**src/rtl/adc_capture.sv**
```systemverilog
// adc_capture: simultaneous-sampling dual-channel ADC readout.
// One start_conv pulse launches a conversion: wait for adc_busy to fall,
// clock DATA_W bits out of both channels MSB first on a generated adc_sclk,
// then present both samples with a one-cycle data_valid strobe.
//
// Handshake: start_conv is a one-cycle request that is accepted only in IDLE
// (anywhere else it is dropped and flagged on err_overrun). data_valid is a
// one-cycle strobe with no ready/backpressure; data_a/data_b hold until the
// next completed capture or reset.
module adc_capture #(
  parameter int         DATA_W     = 12,
  parameter int         SCLK_HALF  = 2,
  parameter logic [7:0] T_CONV_MAX = 8'd200
) (
  input  logic              clk,
  input  logic              rst,
  input  logic              start_conv,
  input  logic              adc_busy,
  input  logic              adc_sdo_a,
  input  logic              adc_sdo_b,
  output logic              adc_cs_n,
  output logic              adc_sclk,
  output logic [DATA_W-1:0] data_a,
  output logic [DATA_W-1:0] data_b,
  output logic              data_valid,
  output logic              busy,
  output logic              err_timeout,
  output logic              err_overrun,
  output logic [1:0]        dbg_state
);

  // Counter widths hold SCLK_HALF and DATA_W themselves without wrapping.
  localparam int HW = $clog2(SCLK_HALF + 1);
  localparam int BW = $clog2(DATA_W + 1);
  localparam logic [HW-1:0] HALF_LAST = HW'(SCLK_HALF - 1);
  localparam logic [BW-1:0] BIT_LAST  = BW'(DATA_W);

  typedef enum logic [1:0] {
    IDLE  = 2'd0,
    CONV  = 2'd1,
    SHIFT = 2'd2,
    DONE  = 2'd3
  } state_t;

  state_t            state_q, state_d;
  logic [7:0]        conv_cnt;
  logic [HW-1:0]     half_cnt;
  logic [BW-1:0]     bit_cnt;
  logic [DATA_W-1:0] sh_a, sh_b;
  logic              half_wrap, sclk_rise, timeout, overrun;

  assign dbg_state = state_q;

  // Next-state logic plus the single-cycle events that the datapath consumes.
  always_comb begin
    state_d   = state_q;
    half_wrap = (half_cnt == HALF_LAST);
    sclk_rise = 1'b0;
    timeout   = 1'b0;
    overrun   = start_conv && (state_q != IDLE);
    case (state_q)
      IDLE: begin
        if (start_conv) state_d = CONV;
      end
      CONV: begin
        // adc_busy is not trusted for the first two counts (ADC assert latency).
        // Timeout is declared in the cycle the counter shows T_CONV_MAX.
        if ((conv_cnt >= 8'd2) && !adc_busy) begin
          state_d = SHIFT;
        end else if (conv_cnt == T_CONV_MAX) begin
          timeout = 1'b1;
          state_d = IDLE;
        end
      end
      SHIFT: begin
        // A low half ending is a rising sclk edge (sample); a high half ending
        // after the last bit closes the frame with sclk left high.
        if (half_wrap) begin
          if (!adc_sclk) begin
            sclk_rise = 1'b1;
          end else if (bit_cnt == BIT_LAST) begin
            state_d = DONE;
          end
        end
      end
      DONE: begin
        state_d = IDLE;
      end
      default: begin
        state_d = IDLE;
      end
    endcase
  end

  // State register.
  always_ff @(posedge clk) begin
    if (rst) state_q <= IDLE;
    else     state_q <= state_d;
  end

  // Counters, shift registers and all registered outputs, driven from state_d
  // so each output already reflects the state it belongs to.
  always_ff @(posedge clk) begin
    if (rst) begin
      conv_cnt    <= 8'd0;
      half_cnt    <= '0;
      bit_cnt     <= '0;
      sh_a        <= '0;
      sh_b        <= '0;
      adc_cs_n    <= 1'b1;
      adc_sclk    <= 1'b1;
      data_a      <= '0;
      data_b      <= '0;
      data_valid  <= 1'b0;
      busy        <= 1'b0;
      err_timeout <= 1'b0;
      err_overrun <= 1'b0;
    end else begin
      conv_cnt <= (state_q == CONV) ? conv_cnt + 8'd1 : 8'd0;

      if (state_q != SHIFT) begin
        half_cnt <= '0;
        bit_cnt  <= '0;
      end else if (half_wrap) begin
        half_cnt <= '0;
        if (sclk_rise) bit_cnt <= bit_cnt + BW'(1);
      end else begin
        half_cnt <= half_cnt + HW'(1);
      end

      if (sclk_rise) begin
        sh_a <= {sh_a[DATA_W-2:0], adc_sdo_a};
        sh_b <= {sh_b[DATA_W-2:0], adc_sdo_b};
      end

      adc_cs_n <= (state_d != SHIFT);
      if (state_d != SHIFT)      adc_sclk <= 1'b1;
      else if (state_q != SHIFT) adc_sclk <= 1'b0;
      else if (half_wrap)        adc_sclk <= ~adc_sclk;

      data_valid <= (state_d == DONE);
      if (state_d == DONE) begin
        data_a <= sh_a;
        data_b <= sh_b;
      end

      busy        <= (state_d != IDLE);
      err_timeout <= timeout;
      err_overrun <= overrun;
    end
  end

endmodule
```
**config.mk**
```make
export PLATFORM = sky130hd
export DESIGN_NAME = adc_capture
export DESIGN_NICKNAME = d
export VERILOG_FILES = /design/src/rtl/adc_capture.sv
export SDC_FILE = /design/constraint.sdc
export NUM_CORES = 1
export LEC_CHECK = 0
export ABC_AREA = 1
export BUFFER_PORTS_ARGS = -buffer_cell sky130_fd_sc_hd__buf_2
export CAP_MARGIN = 40
export CORE_UTILIZATION = 55
export CTS_CLUSTER_DIAMETER = 150
export DETAILED_ROUTE_END_ITERATION = 6
export HOLD_SLACK_MARGIN = 0.06
export PLACE_DENSITY = 0.88
export SKIP_LAST_GASP = 1
export SLEW_MARGIN = 40
export SYNTH_ARGS = -nofsm -noshare
export SYNTH_HDL_FRONTEND = slang
export SYNTH_SLANG_ARGS = --single-unit
```
**constraint.sdc**
```tcl
create_clock -name clk -period 2 [get_ports clk]
set_clock_uncertainty 0.2 [all_clocks]
set_input_delay 0.3 -clock clk [delete_from_list [all_inputs] [get_ports clk]]
set_output_delay 0.3 -clock clk [all_outputs]
set_load 0.02 [all_outputs]
```
==> summary.txt <==
Status
  • Status: finished clean

Clock network
  • CTS Buf Count: 9
  • H-tree Lvls: 3
  • CTS clock-pin slew for the worst setup and hold paths: 0.08 ns
  • Clock buffer depth: 2
  • CTS tree: yes
  • CTS root buf: clkbuf_8
  • Worst-Skew Late Latency: 0.34 ns
  • CTS sink count: 70

Cells and area
  • Share of layout cells above drive strength 1: roughly 16%
  • Final core utilization: a little under 70%
  • Area grow syn2layout: 17.2%
  • Nets: about 400
  • Area of the multi-input gates: roughly 1000 sq um
  • Layout fillers: 368
  • Register area: about 1400 sq um
  • Number of antenna diodes: 0

Synth
  • Register area share after synthesis: between 50 and 60%
  • Cell count after synthesis: 337
  • Mapped Area: between 2000 and 3000 sq um
  • Synth Net Count: 349
  • Distinct cells, synth: 23
  • Synthesized flop and latch total: 70
  • Ys Warns: 0
  • Synth Area per Inst: ~7.8 sq um

Power and ir drop
  • Static leakage: about 1.3 nW
  • Clock share of power: ~45%
  • P_sw: about 0.58 mW
  • Overall Power: around 2.7 mW
  • PD cells: between 800 and 900 nW/um^2
  • Maximum vdd drop: a little over 500 uV
  • Comb pwr share: around 3.2%
  • Reg power frac: between 50% and 60%
  • Sw Ratio: 21.4%
  • Internal Power: between 2 and 2.5 mW

Drt
  • Antenna viol nets, final: 0
  • Vias per cell: about 5
  • Vias after detailed routing: approximately 2200
  • Final wirelength: approximately 5000 um
  • Starting DRT DRC Count: ~180
  • Post-Route M1 WL: approximately 2300 um
  • Routed length per instance: around 11 um
  • WL met2: between 2000 and 2500 um
  • DRC Markers: 0
  • DRT Pass-1 Iters: 6
  • Routed wl met3: roughly 180 um
  • Uppermost layer routed: met4

Die
  • IO Pins: 38
  • Core ar.: 4470 sq um
  • Initial Utilization: 58.4%
  • Die H: 70.9 um
  • Total die area: between 5000 and 6000 sq um
  • Die X: 70.9 um
  • Rows: 24

Placed design
  • GP Congestion: 0.773
  • # port buffers: 37
  • DP HPWL: around 3200 um

Timing
  • Final Max Slew Viols: 0
  • Setup Total Neg Slack: 0 ns
  • Worst-margin pin slew: ~0.40 ns
  • Setup Viol. Count Final: 0
  • Tmin final: 1.88 ns
  • Final Hold Fails: 0
  • Max-slew headroom: approximately 73%
  • RSZ-0062 raised after global routing: no
  • Final period util: 93.8%
  • Max Freq: around 530 MHz
  • Hold_ws: between 0.07 and 0.08 ns

GRT
  • Global-route wire length before repair: ~8300 um
  • GR Overflow Total: 0
  • Largest net degree at the start of global routing: a little under 50
  • Global router's overall resource usage: between 20% and 30%
  • Vias in the first global route: approximately 1900
  • Initial antenna violation count: 0

Critical path
  • Critical path buffer and inverter count: 4
  • Slowest stage cell, crit path: dfxtp_1
  • Worst Path Required: 2.07 ns
  • CP max FO: 24
  • CP max stage delay: approximately 0.3 ns
  • Startpoint types: flip-flop
  • CP endpoint kind: flip-flop
  • CP cell instances: inv_1, ha_1, inv_1, nor2_4, nand2_2, inv_2, buf_4, nor2_1, nor2_1
  • Top cell family by delay on the critical path: buffers and inverters
  • Arr. time, crit path: around 2.0 ns
  • CP Class: reg2reg

Job
  • Max_cap viols: 0

Hold path
  • Worst hold path class: in2reg
-- layer usage --
| layer | vias to the layer above | global-route usage [%] |
|---|---|---|
| met5 | - | 0 |
| met4 | 0 | 12.0 |
| met3 | 11 | 5.70 |
| met2 | 53 | 33.5 |
| met1 | 972 | 26.3 |
| li1 | 1143 | - |
-- power groups by stage --
stage | sequential [mW] | clock [mW] | combinational (mW)
finish | 1.40 | 1.22 | 0.0854
global route | 1.40 | 1.29 | 0.0962
CTS | 1.40 | 1.23 | 0.0853
detailed placement | 1.44 | 0 | 0.0802
global placement | 1.44 | 0 | 0.0783
floorplan | 1.44 | 0 | 0.0532
-- Yosys cell counts --
master	count	area, sq um
xnor2_1	1	8.76
and3_1	1	6.26
buf_2	4	20.0
nand3_1	7	35.0
buf_6	1	11.3
o21ai_0	49	245
nand2_2	2	12.5
nor3_1	8	40.0
a211oi_1	1	7.51
clkbuf_2	2	10.0
inv_2	4	15.0
buf_4	2	15.0
nor2_4	1	11.3
ha_1	6	75.1
nor2_1	118	443
inv_1	23	86.3
or2_1	1	6.26
xor2_1	4	35.0
clkbuf_1	5	18.8
nand2_1	23	86.3
dfxtp_1	70	1400
a21oi_1	3	15.0
nor3b_1	1	7.51
-- worst min-delay path: cells and delay by family --
kind	cells	cell delay [ns]
AO/OA/AOI/OAI	1	0.08
AND/OR/NAND/NOR	1	0.11
buffers and inverters	1	0.09
-- timing repair --
action	in CTS	in global routing
hold endpoints to repair	4	0
resized for setup	0	0
hold buffers	3	0
setup buffers	0	0
setup endpoints to repair	0	0
-- through the flow --
| step | instance area, sq um | worst slack [ns] | cells |
|---|---|---|---|
| floorplan | 2610 | 0.445 | 337 |
| global placement | 2820 | 0.326 | 416 |
| detailed placement | 2820 | 0.225 | 416 |
| CTS | 3060 | 0.116 | 435 |
| global route | 3060 | 0.00138 | 435 |
| finish | 3060 | 0.123 | 435 |
-- flip-flops by register name, indices dropped and copies added (netlist names), 2 cells and up --
register / flops
data_b: 12
bit_cnt: 4
dbg_state: 2
conv_cnt: 8
data_a: 12
sh_b: 12
sh_a: 12
half_cnt: 2
-- cell families (layout without fill, tap and decap cells) --
family,after synthesis,count (layout),synth area share [%]
AND/OR/NAND/NOR,162,162,24.8
flip-flops,70,70,53.6
AO/OA/AOI/OAI,53,53,10.2
buffers and inverters,41,87,6.75
adder cells (fa/ha/maj),6,6,2.87
XOR/XNOR,5,5,1.68
-- placed cells by master (no fill, tap or decap), drive strengths merged --
cell	n
buf	41
a21oi	3
nor3	8
nor2	119
nor3b	1
xor2	4
bufinv	2
nand2	25
o21ai	49
dlygate4sd3	3
xnor2	1
ha	6
clkinv	3
dfxtp	70
inv	27
a211oi	1
or2	1
clkbuf	10
nand3	7
clkinvlp	1
and3	1
-- final timing paths --
check / endpoint / slack, ns / cells after the start / start
min: sh_a[0] / 0.08 / 3 / adc_sdo_a
max: sh_a[1] / 0.12 / 9 / half_cnt[1]
max reg2reg: sh_a[1] / 0.12 / 9 / half_cnt[1]
min reg2reg: conv_cnt[0] / 0.26 / 1 / conv_cnt[0]
-- layout make-up --
cell class / count / share of cell area, %
clock inverter: 6 / 2.82
sequential: 70 / 45.8
multi-input combinational: 226 / 33.8
clock buffer: 10 / 4.17
tap: 52 / 2.13
timing repair buffer: 44 / 8.01
inverter: 27 / 3.31
No activity file was read; power rests on OpenSTA's default activity.
